$ cat config.mk
export PLATFORM = sky130hd
export DESIGN_NAME = memory_32_3_arbiter
export DESIGN_NICKNAME = d
export VERILOG_FILES = /design/src/rtl/memory_32_3_arbiter_pkg.sv /design/src/rtl/memory_32_3_arbiter.sv
export SDC_FILE = /design/constraint.sdc
export NUM_CORES = 1
export LEC_CHECK = 0
export CAP_MARGIN = 20
export CORE_MARGIN = 4
export CORE_UTILIZATION = 21
export CTS_CLUSTER_DIAMETER = 120
export DETAILED_ROUTE_END_ITERATION = 10
export GPL_TIMING_DRIVEN = 0
export PLACE_DENSITY = 0.81
export SLEW_MARGIN = 20
export SYNTH_ARGS = -nofsm -noshare
export SYNTH_HDL_FRONTEND = slang
export SYNTH_SLANG_ARGS = --single-unit
$ cat constraint.sdc
create_clock -name clk -period 2.85 [get_ports clk]
set_clock_uncertainty 0.2 [all_clocks]
set_input_delay 0.855 -clock clk [delete_from_list [all_inputs] [get_ports clk]]
set_output_delay 0.855 -clock clk [all_outputs]
set_load 0.005 [all_outputs]
$ cat src/rtl/memory_32_3_arbiter_pkg.sv
// Shared types for the memory_32_3 instance and its two-requester arbiter.
package memory_32_3_arbiter_pkg;

  localparam int DATA_W_32_3 = 32;
  localparam int ADDR_W_32_3 = 3;
  localparam int RD_LAT_32_3 = 2;

  typedef struct packed {
    logic                   wr_vld;
    logic [ADDR_W_32_3-1:0] wr_address;
    logic [ADDR_W_32_3-1:0] rd_address;
  } m_32_3;

endpackage

$ cat src/rtl/memory_32_3_arbiter.sv
// Round-robin arbiter sharing memory_32_3 between two requesters; grant is same-cycle,
// read responses return exactly RD_LAT cycles later and can never be stalled.
module memory_32_3_arbiter
  import memory_32_3_arbiter_pkg::*;
#(
  parameter int DATA_W = DATA_W_32_3,
  parameter int ADDR_W = ADDR_W_32_3,
  parameter int RD_LAT = RD_LAT_32_3
) (
  input  logic              clk,
  input  logic              reset,
  input  logic              r0_vld,
  input  logic              r0_wr,
  input  logic [ADDR_W-1:0] r0_addr,
  input  logic [DATA_W-1:0] r0_wdata,
  output logic              r0_rdy,
  input  logic              r1_vld,
  input  logic              r1_wr,
  input  logic [ADDR_W-1:0] r1_addr,
  input  logic [DATA_W-1:0] r1_wdata,
  output logic              r1_rdy,
  output logic              rsp0_vld,
  output logic              rsp1_vld,
  output logic [DATA_W-1:0] rsp_data,
  output m_32_3             m,
  output logic [DATA_W-1:0] m_wr_data,
  input  logic [DATA_W-1:0] m_rd_data
);

  logic              prio;
  logic              gnt0, gnt1, gnt_any, gnt_wr, gnt_rd;
  logic              sel_wr;
  logic [ADDR_W-1:0] sel_addr;
  logic [DATA_W-1:0] sel_wdata;
  logic [ADDR_W-1:0] rd_addr_q;
  logic [RD_LAT-1:0] pipe_vld;
  logic [RD_LAT-1:0] pipe_id;

  // Grants are masked by reset so nothing reaches the memory while it is asserted.
  assign gnt0    = !reset && r0_vld && (!r1_vld || !prio);
  assign gnt1    = !reset && r1_vld && (!r0_vld ||  prio);
  assign gnt_any = gnt0 || gnt1;

  assign sel_wr    = gnt1 ? r1_wr    : r0_wr;
  assign sel_addr  = gnt1 ? r1_addr  : r0_addr;
  assign sel_wdata = gnt1 ? r1_wdata : r0_wdata;

  assign gnt_wr = gnt_any &&  sel_wr;
  assign gnt_rd = gnt_any && !sel_wr;

  assign r0_rdy = gnt0;
  assign r1_rdy = gnt1;

  always_comb begin
    m            = '0;
    m.wr_vld     = gnt_wr;
    m.wr_address = sel_addr;
    m.rd_address = gnt_rd ? sel_addr : rd_addr_q;
  end

  assign m_wr_data = gnt_wr ? sel_wdata : '0;

  assign rsp0_vld = pipe_vld[RD_LAT-1] && !pipe_id[RD_LAT-1];
  assign rsp1_vld = pipe_vld[RD_LAT-1] &&  pipe_id[RD_LAT-1];
  assign rsp_data = pipe_vld[RD_LAT-1] ? m_rd_data : '0;

  always_ff @(posedge clk or posedge reset) begin
    if (reset) begin
      prio      <= 1'b0;
      rd_addr_q <= '0;
      pipe_vld  <= '0;
      pipe_id   <= '0;
    end else begin
      if (gnt0) begin
        prio <= 1'b1;
      end else if (gnt1) begin
        prio <= 1'b0;
      end
      if (gnt_rd) begin
        rd_addr_q <= sel_addr;
      end
      // Tag pipe mirrors the memory read latency; the id is meaningless when vld is 0.
      pipe_vld <= {pipe_vld[RD_LAT-2:0], gnt_rd};
      pipe_id  <= {pipe_id[RD_LAT-2:0], gnt1};
    end
  end

endmodule

==> results.yml <==
yosys:
  yosysUniqueCellTypes: 18
  ys_ff_latch: 8
  synth-simple-area-share: 0.477
  synth_top_cell_by_area: "nand2_1"
  synth_top_family_by_area: "simple AND/OR/NAND/NOR gates"
  synth_area_sq_um: 1060
  synthXorXnorAreaFrac: 0
  synthMuxAreaShare: 0.0746
  avgSynthCellArea_sq_um: 6.10
  netlist_top_cells_area: "nand2_1, and2_1, dfrtp_1, a21oi_1, mux2_4"
  syn_inst: 173
  synth_adder_area_share: 0
  yosysSeqAreaShare: 0.190
  syn_nets: 281
  synth_compound_area_frac: 0.186
  yosysWarningCount: 0
  yosysTopAreaCellShare: 0.231
timing:
  fmax_ghz: 0.327
  rsz0062_at_grt: "true"
  min_period_over_period: 1.07
  setup-violations-final: 37
  fin_crit_ps: 3060
  fin_tns_setup_ps: -3620
  fin_ws_ps: -207
  slew_violations: 0
  tightest_slew_ps: 256
  hold_viol: 0
  relSlewSlack: 0.829
power:
  p_comb_frac: 0.675
  vdd_drop_max_v: 0.000175
  cellLeakagePower_nw: 1.88
  seq_power_share: 0.169
  power_density_nw_per_um2: 233
  switching_share: 0.309
  power_switching_mw: 0.262
  pwr-share-clk: 0.156
  total_power_mw: 0.849
  p_int_mw: 0.586
floorplanning:
  rows: 25
  die_x_um: 78.9
  dieArea_sq_um: 6230
  io_pins: 183
  die_y_um: 78.9
  core_area_sq_um: 4790
  start_util: 0.221
setup_path:
  cp.required_ps: 1800
  critPathMaxFanout: 4
  endpoint_kind: "primary output"
  r2r_start: "prio$_DFFE_PP0P_"
  critPathKind: "input port to primary output"
  arrival_ps: 2000
  crit_start: "r1_vld"
  start_kind: "input port"
global_route:
  grt_overflow_total: 0
  grt_max_degree: 11
  grt_pass1_wl_um: 9760
  track_usage: 0.194
  antenna_found_initial: 0
  grt_pass1_vias: 2087
outcome:
  status: "finished with violations"
  violations: "setup timing"
placed_design:
  hpwl_um: 4830
  placed_area_sq_um: 2960
  port_buffers: 182
  dp_cells: 422
  finalWeightedCongestion: 0.782
clocking:
  cts_root_buf: "clkbuf_8"
  cts_buffers: 3
  clk_pin_slew_ps: 40
  cts.path.max_buffers: 2
  cts.sinks: 8
  tritoncts: "yes"
  clock_latency_ps: 220
  cts.htree.levels: 1
layout:
  fillers: 348
  diodes: 0
  layout-drive-gt1-share: 0.421
  post-route-cell-area_sq_um: 3640
  final_core_util: 0.760
  syn_to_final_growth_pct: 244
  final_nets: 504
  fin_cells: 461
routing:
  vias: 2060
  firstDrtPassIters: 4
  top_layer_used: "met4"
  drt-met1-wl_um: 2350
  wl_per_cell_um: 15.1
  vias_per_cell: 4.47
  wirelength_um: 6950
  dr_wl_met2_um: 3820
  drt_iter0_drc: 33
  drc: 0
  wl_met3_um: 700
  ant_nets: 0
job:
  drv_cap: 0
min_path:
  hp-start: "pipe_vld[0]$_DFF_PP0_"
  hold_path.class: "flip-flop to flip-flop"
## path summary, 6_finish.rpt
check / slack, ps / cells past startpoint / to
min in group asynchronous: 530 / 4 / prio$_DFFE_PP0P_
worst min register to register: 140 / 0 / pipe_vld[1]$_DFF_PP0_
worst min-delay path: 140 / 0 / pipe_vld[1]$_DFF_PP0_
worst max register to register: 1000 / 6 / rd_addr_q[1]$_DFF_PP0_
worst max-delay path: -210 / 7 / m[0]
max in group asynchronous: 1790 / 4 / rd_addr_q[2]$_DFF_PP0_
## routing by layer
| metal | vias to the layer above | GRT usage |
|---|---|---|
| met3 | 8 | 0.0646 |
| met1 | 933 | 0.191 |
| met4 | 0 | 0.0395 |
| met5 | - | 0 |
| li1 | 997 | - |
| met2 | 122 | 0.390 |
## metrics by stage
step | hold slack, ps | setup slack, ps
CTS | 144 | -215
global route | 164 | -246
global placement | 132 | -1100
finish | 143 | -207
floorplan | 131 | 121
detailed placement | 135 | -1110
## power groups by stage
| stage | Clock, mW | Sequential [mW] | Combinational, mW |
|---|---|---|---|
| floorplan | 0 | 0.140 | 0.132 |
| global placement | 0 | 0.142 | 0.425 |
| detailed placement | 0 | 0.143 | 0.429 |
| CTS | 0.136 | 0.144 | 0.510 |
| global route | 0.142 | 0.146 | 0.613 |
| finish | 0.132 | 0.143 | 0.573 |
## cells in the mapped netlist
cell / instances
nor2b_1: 1
a21oi_1: 34
a21boi_1: 1
clkbuf_1: 5
inv_1: 4
a32oi_1: 1
buf_4: 1
nand2_4: 1
dfrtp_1: 8
mux2_4: 3
nor2_1: 2
a32o_1: 1
nand2_1: 65
nor2b_4: 1
mux2_2: 3
buf_2: 7
nand2b_2: 1
and2_1: 34
## worst max-delay path, cell delays in order
cell and delay [ps]:
buf_8 80, nor2b_4 160, nand2_4 90, buf_6 130, mux2_4 290, mux2_4 270, buf_6 120
## final cells by class
type / instances / area [sq um] / share of cell area
timing repair buffer: 220 / 2070 / 0.568
multi-input combinational: 149 / 1110 / 0.305
sequential: 8 / 200 / 0.0551
buffer: 10 / 104 / 0.0286
tap: 67 / 83.8 / 0.0231
clock buffer: 3 / 41.3 / 0.0114
inverter: 4 / 31.3 / 0.00860
## sequential cells by signal, summed over array words and instances (netlist names)
signal / cells
rd_addr_q: 3
pipe_id: 2
pipe_vld: 2
prio: 1
## cell families after synthesis
kind of cell           after synthesis
flip-flops                           8
AND/OR/NAND/NOR                    105
AO/OA/AOI/OAI                       37
buffers and inverters               17
multiplexers                         6
## cells in the final DEF (no fill, tap or decap), drive strengths merged, types with 2 or more instances in the layout
cell and instances:
clkdlybuf4s50 102, buf 84, nand2 67, dlygate4sd2 35, and2 34, a21oi 34
clkbuf 10, dfrtp 8, mux2 6, inv 3, nor2 2, nor2b 2
## timing repair
item	in CTS	in global routing
gates cloned	6	1
buffers inserted	21	12
endpoints found under the setup margin	73	38
pin swaps	20	41
gates resized for setup	293	69
hold buffers	0	0
(Power assumes the default switching activity.)
==> RTL change 1: new RTL, same settings <==
Change the package constant `DATA_W_32_3` from 32 to 48.
--- a/src/rtl/memory_32_3_arbiter_pkg.sv
+++ b/src/rtl/memory_32_3_arbiter_pkg.sv
@@ -1,7 +1,7 @@
 // Shared types for the memory_32_3 instance and its two-requester arbiter.
 package memory_32_3_arbiter_pkg;
 
-  localparam int DATA_W_32_3 = 32;
+  localparam int DATA_W_32_3 = 48;
   localparam int ADDR_W_32_3 = 3;
   localparam int RD_LAT_32_3 = 2;
 
Interface: changed (5 resized); port bits go from 183 to 263. No check against the original RTL was run, so the function may have changed too.
==> RTL change 1 against the original RTL <==
The flow still finishes with violations (negative setup slack). Count of clock-buffer cells in the layout unchanged. Area after synthesis rose by 38%. Total power increased by 23%. Global-route usage rose by 3.6 points. Design area is 34% higher. Setup slack got worse by 0.029 ns. Utilization is 3.8 points lower. Routed wire length increased by 51%. Maximum frequency down 0.93%. Sequential cell count unchanged.
==> RTL change 1: results (changes against the original RTL) <==
status finished, violations left (unchanged); failing checks negative setup slack (unchanged); top cells by count, synth nand2_1 (97), and2_1 (50), a21oi_1 (41) (was nand2_1 (65), a21oi_1 (34), and2_1 (34)); fillcell total 560 (was 348); vias per inst 4.61 (was 4.47); syn_nets 401 (was 281); DR iter-0 viols 47 (was 33); R2R Setup Slk 0.98 ns (was 1.00 ns); M3 GR Usage 8.70% (was 6.46%); WL met1 3530 um (was 2350 um); met2 WL 5550 um (was 3820 um); bufs w/o clock 320 (was 230); Setup WS post-layout -0.236 ns (was -0.207 ns); all-layer global routing usage 23.0% (was 19.4%); GR Layer Usage met1 22.5% (was 19.1%); final setup violation count 53 (was 37); Synth cell types 21 (was 18); leak pwr 0.00248 uW (was 0.00188 uW); Hold EP pipe_id[1] (was pipe_vld[1]); multiplexer share of the synthesized area 5.41% (was 7.46%); post-synthesis sequential area ratio 13.7% (was 19.0%); HP Start pipe_id[0] (was pipe_vld[0]); DP HPWL 7970 um (was 4830 um); first-pass GRT wire length 15400 um (was 9760 um); vias in the first global route 3024 (was 2087); area post-placement 4180 um2 (was 2960 um2); peak fanout along the critical path 5 (was 4); pin count of the biggest net entering global routing 12 (was 11)
RTL change 1: cell types whose count changed in the layout (fill, tap and decap cells not counted), moves of 12 or more:
cell	before	now
buf_2	33	51
and2_1	34	50
dlygate4sd2_1	35	50
a21oi_2	30	47
clkdlybuf4s50_1	102	152
nand2_1	38	56
nand2_2	9	21
RTL change 1: repair_timing:
item                                    CTS  global route
cloned                                    7             2
pin swaps                                23            45
resized for setup                       412            60
hold buffers                              0             0
buffers inserted                         27             4
endpoints found under the hold margin     0             0
endpoints found under the setup margin  105            55
RTL change 1: metrics by stage:
step                      utilization, %  instances  setup WS [ns]  setup TNS (ns)
after floorplan                        -        245         0.0467               0
after global placement              61.9        587          -1.16          -64.80
after detailed placement            61.9        587          -1.14          -64.54
after CTS                           68.9        624         -0.231           -6.75
after global routing                72.2        627         -0.279          -10.35
final                               72.2        627         -0.236           -7.16
RTL change 1: power breakdown:
part	internal [uW]	switching, uW
logic	484	287
clock network	90.9	38.4
registers	133	11.0
==> RTL change 2: new RTL, same settings <==
Made on the original files. Reset style: synchronous (`reset`), changed in one clocked block.
--- a/src/rtl/memory_32_3_arbiter.sv
+++ b/src/rtl/memory_32_3_arbiter.sv
@@ -64,7 +64,7 @@
   assign rsp1_vld = pipe_vld[RD_LAT-1] &&  pipe_id[RD_LAT-1];
   assign rsp_data = pipe_vld[RD_LAT-1] ? m_rd_data : '0;
 
-  always_ff @(posedge clk or posedge reset) begin
+  always_ff @(posedge clk) begin
     if (reset) begin
       prio      <= 1'b0;
       rd_addr_q <= '0;
Function: differs if reset is asserted again (counterexample within 4 cycles, from zero or initial values and one cycle with reset high); with reset held inactive, the same outputs for 10 cycles.
==> RTL change 2 against the original RTL <==
The flow still finishes with violations (negative setup slack). Area after synthesis grew 7.8%. Final cell count unchanged. Routed wire length grew 2.0%. First-iteration DRC count shrank 3.0%. Setup slack worse by 0.33 ns. Sequential share of layout area is 1.2 points lower. Design area is 1.6% higher. Synthesized cell count increased by 9.8%. Via count is 0.34% higher. Sequential cell count did not move. Total power fell by 15%. Utilization fell by 4.5 points.
==> RTL change 2: results (changes against the original RTL) <==
NetSw 221 uW (was 262 uW); RePlAce Congestion 0.697 (was 0.782); peak fanout along the critical path 4 (unchanged); most used flip-flop cell after synthesis dfxtp_1 (was dfrtp_1); Slew @ Worst Pin 0.374 ns (was 0.256 ns); Clock Path Buffers 2 (unchanged); CP Data Arrival Time 2.33 ns (was 2.00 ns); MaxCap Viol Count 0 (unchanged); area post-placement 3170 um2 (was 2960 um2); GR Layer Usage met1 15.3% (was 19.1%); slowest stage delay, CP 0.43 ns (was 0.29 ns); DRT Pass-1 Iters 4 (unchanged); Synth area leaders nand2_1 (23%), and2_1 (18%), a21oi_1 (15%) (was nand2_1 (23%), and2_1 (20%), dfrtp_1 (19%)); failing checks negative setup slack (unchanged); Synth Area in XOR/XNOR 0% (unchanged); final setup violation count 40 (was 37); top cells by count, synth nand2_1 (71), a21oi_1 (33), and2_1 (33) (was nand2_1 (65), a21oi_1 (34), and2_1 (34)); Top Registers rd_addr_q: 3 flops, pipe_id: 2 flops, pipe_vld: 2 flops (unchanged); multiplexer share of the synthesized area 7.91% (was 7.46%); DR iter-0 viols 32 (was 33); root buffer cell clkbuf_8 (unchanged); CTS Buf Count 3 (unchanged); M3 GR Usage 7.24% (was 6.46%); Worst-Skew Late Latency 0.22 ns (about the same); Worst VDD drop 0.000137 V (was 0.000175 V); Post-synth ARST share 0% (was 100%); layout cells sized above 1 42.7% (was 42.1%); DP HPWL 5380 um (was 4830 um); GRT met2 Usage 35.2% (was 39.0%); first-pass GRT wire length 8890 um (was 9760 um); pre-CTS setup slack -1.32 ns (was -1.11 ns); pin count of the biggest net entering global routing 11 (unchanged); Setup TNS -15.30 ns (was -3.62 ns); Worst-path clk slew 0.04 ns (about the same); port bufs 181 (was 182); Synth Area in Compound Gates 19.8% (was 18.6%); drt wl/cell 15.4 um (was 15.1 um); H-tree lvl count 1 (unchanged); post-synthesis sequential area ratio 14.1% (was 19.0%); Yosys warnings 0 (unchanged); slowest CP cell or3_4 (was mux2_4); Final #Nets 501 (was 504); leak pwr 0.00183 uW (was 0.00188 uW); adder-cell share of the synthesized area 0% (unchanged); # diodes 0 (unchanged); Synth cell types 22 (was 18); vias in the first global route 1937 (was 2087); syn_nets 298 (was 281); fillcell total 426 (was 348); status finished, violations left (unchanged); Tightest Hold Check Type register to register (unchanged); initial antenna violation count 0 (unchanged); Vias 2067 (was 2060); Setup WS post-layout -0.534 ns (was -0.207 ns); all-layer global routing usage 17.1% (was 19.4%)
-- RTL change 2: cell types whose count changed in the layout (fill, tap and decap cells not counted), sizes merged, moves of 3 or more --
cell	change
buf	-18
nand2	+4
a311oi	+3
dfxtp	+8
dfrtp	-8
nor2	+3
-- RTL change 2: kinds of logic after synthesis --
| group | after synthesis |
|---|---|
| and+or+nand+nor | 117 |
| AOI/OAI and AO/OA | 39 |
| buffers and inverters | 20 |
| DFF | 8 |
| muxes | 6 |
-- RTL change 2: stage by stage --
step,hold WS (ns),util (%),std cells
floorplan,0.214,-,190
global placement,0.221,61.3,441
CTS,0.240,61.6,452
finish,0.238,71.4,461
global route,0.244,71.4,461
detailed placement,0.238,61.3,441
-- RTL change 2: critical path: cells and delay by family --
kind	cells	cell delay, ns
mux	2	0.57
simple gates	2	0.55
buf+inv	3	0.34
-- RTL change 2: layout make-up --
type	instances	area [um2]	share of cell area [%]
Timing Repair Buffer	201	1910	51.6
Multi-Input combinational cell	162	1290	35.0
Buffer	13	161	4.37
Sequential cell	8	160	4.33
Tap cell	70	87.6	2.37
Inverter	4	46.3	1.25
Clock buffer	3	41.3	1.12
-- RTL change 2: final timing paths --
check | startpoint | endpoint | slack [ns] | cells past startpoint
worst max-delay path | r0_vld | m[0] | -0.53 | 7
worst max register to register | prio | rd_addr_q[2] | 0.99 | 7
worst min register to register | pipe_vld[0] | pipe_vld[1] | 0.24 | 1
worst min-delay path | pipe_vld[0] | pipe_vld[1] | 0.24 | 1
-- RTL change 2: routing by layer --
layer / wire length (um) / vias to the layer above
met1: 2190 / 927
met2: 3890 / 119
met5: 0 / -
li1: - / 1015
met3: 957 / 6
met4: 48 / 0
-- RTL change 2: power by group through the flow --
stage,sequential [uW],combinational (uW),clock [uW]
after floorplan,125,130,0
after global placement,126,376,0
after detailed placement,127,381,0
after CTS,125,384,136
after global routing,126,495,141
final,126,464,133
-- RTL change 2: repair_timing --
action,4_1_cts,5_1_grt
gates resized for setup,225,116
pin swaps,3,66
gates cloned,2,4
setup endpoints to repair,73,40
buffers inserted,7,10
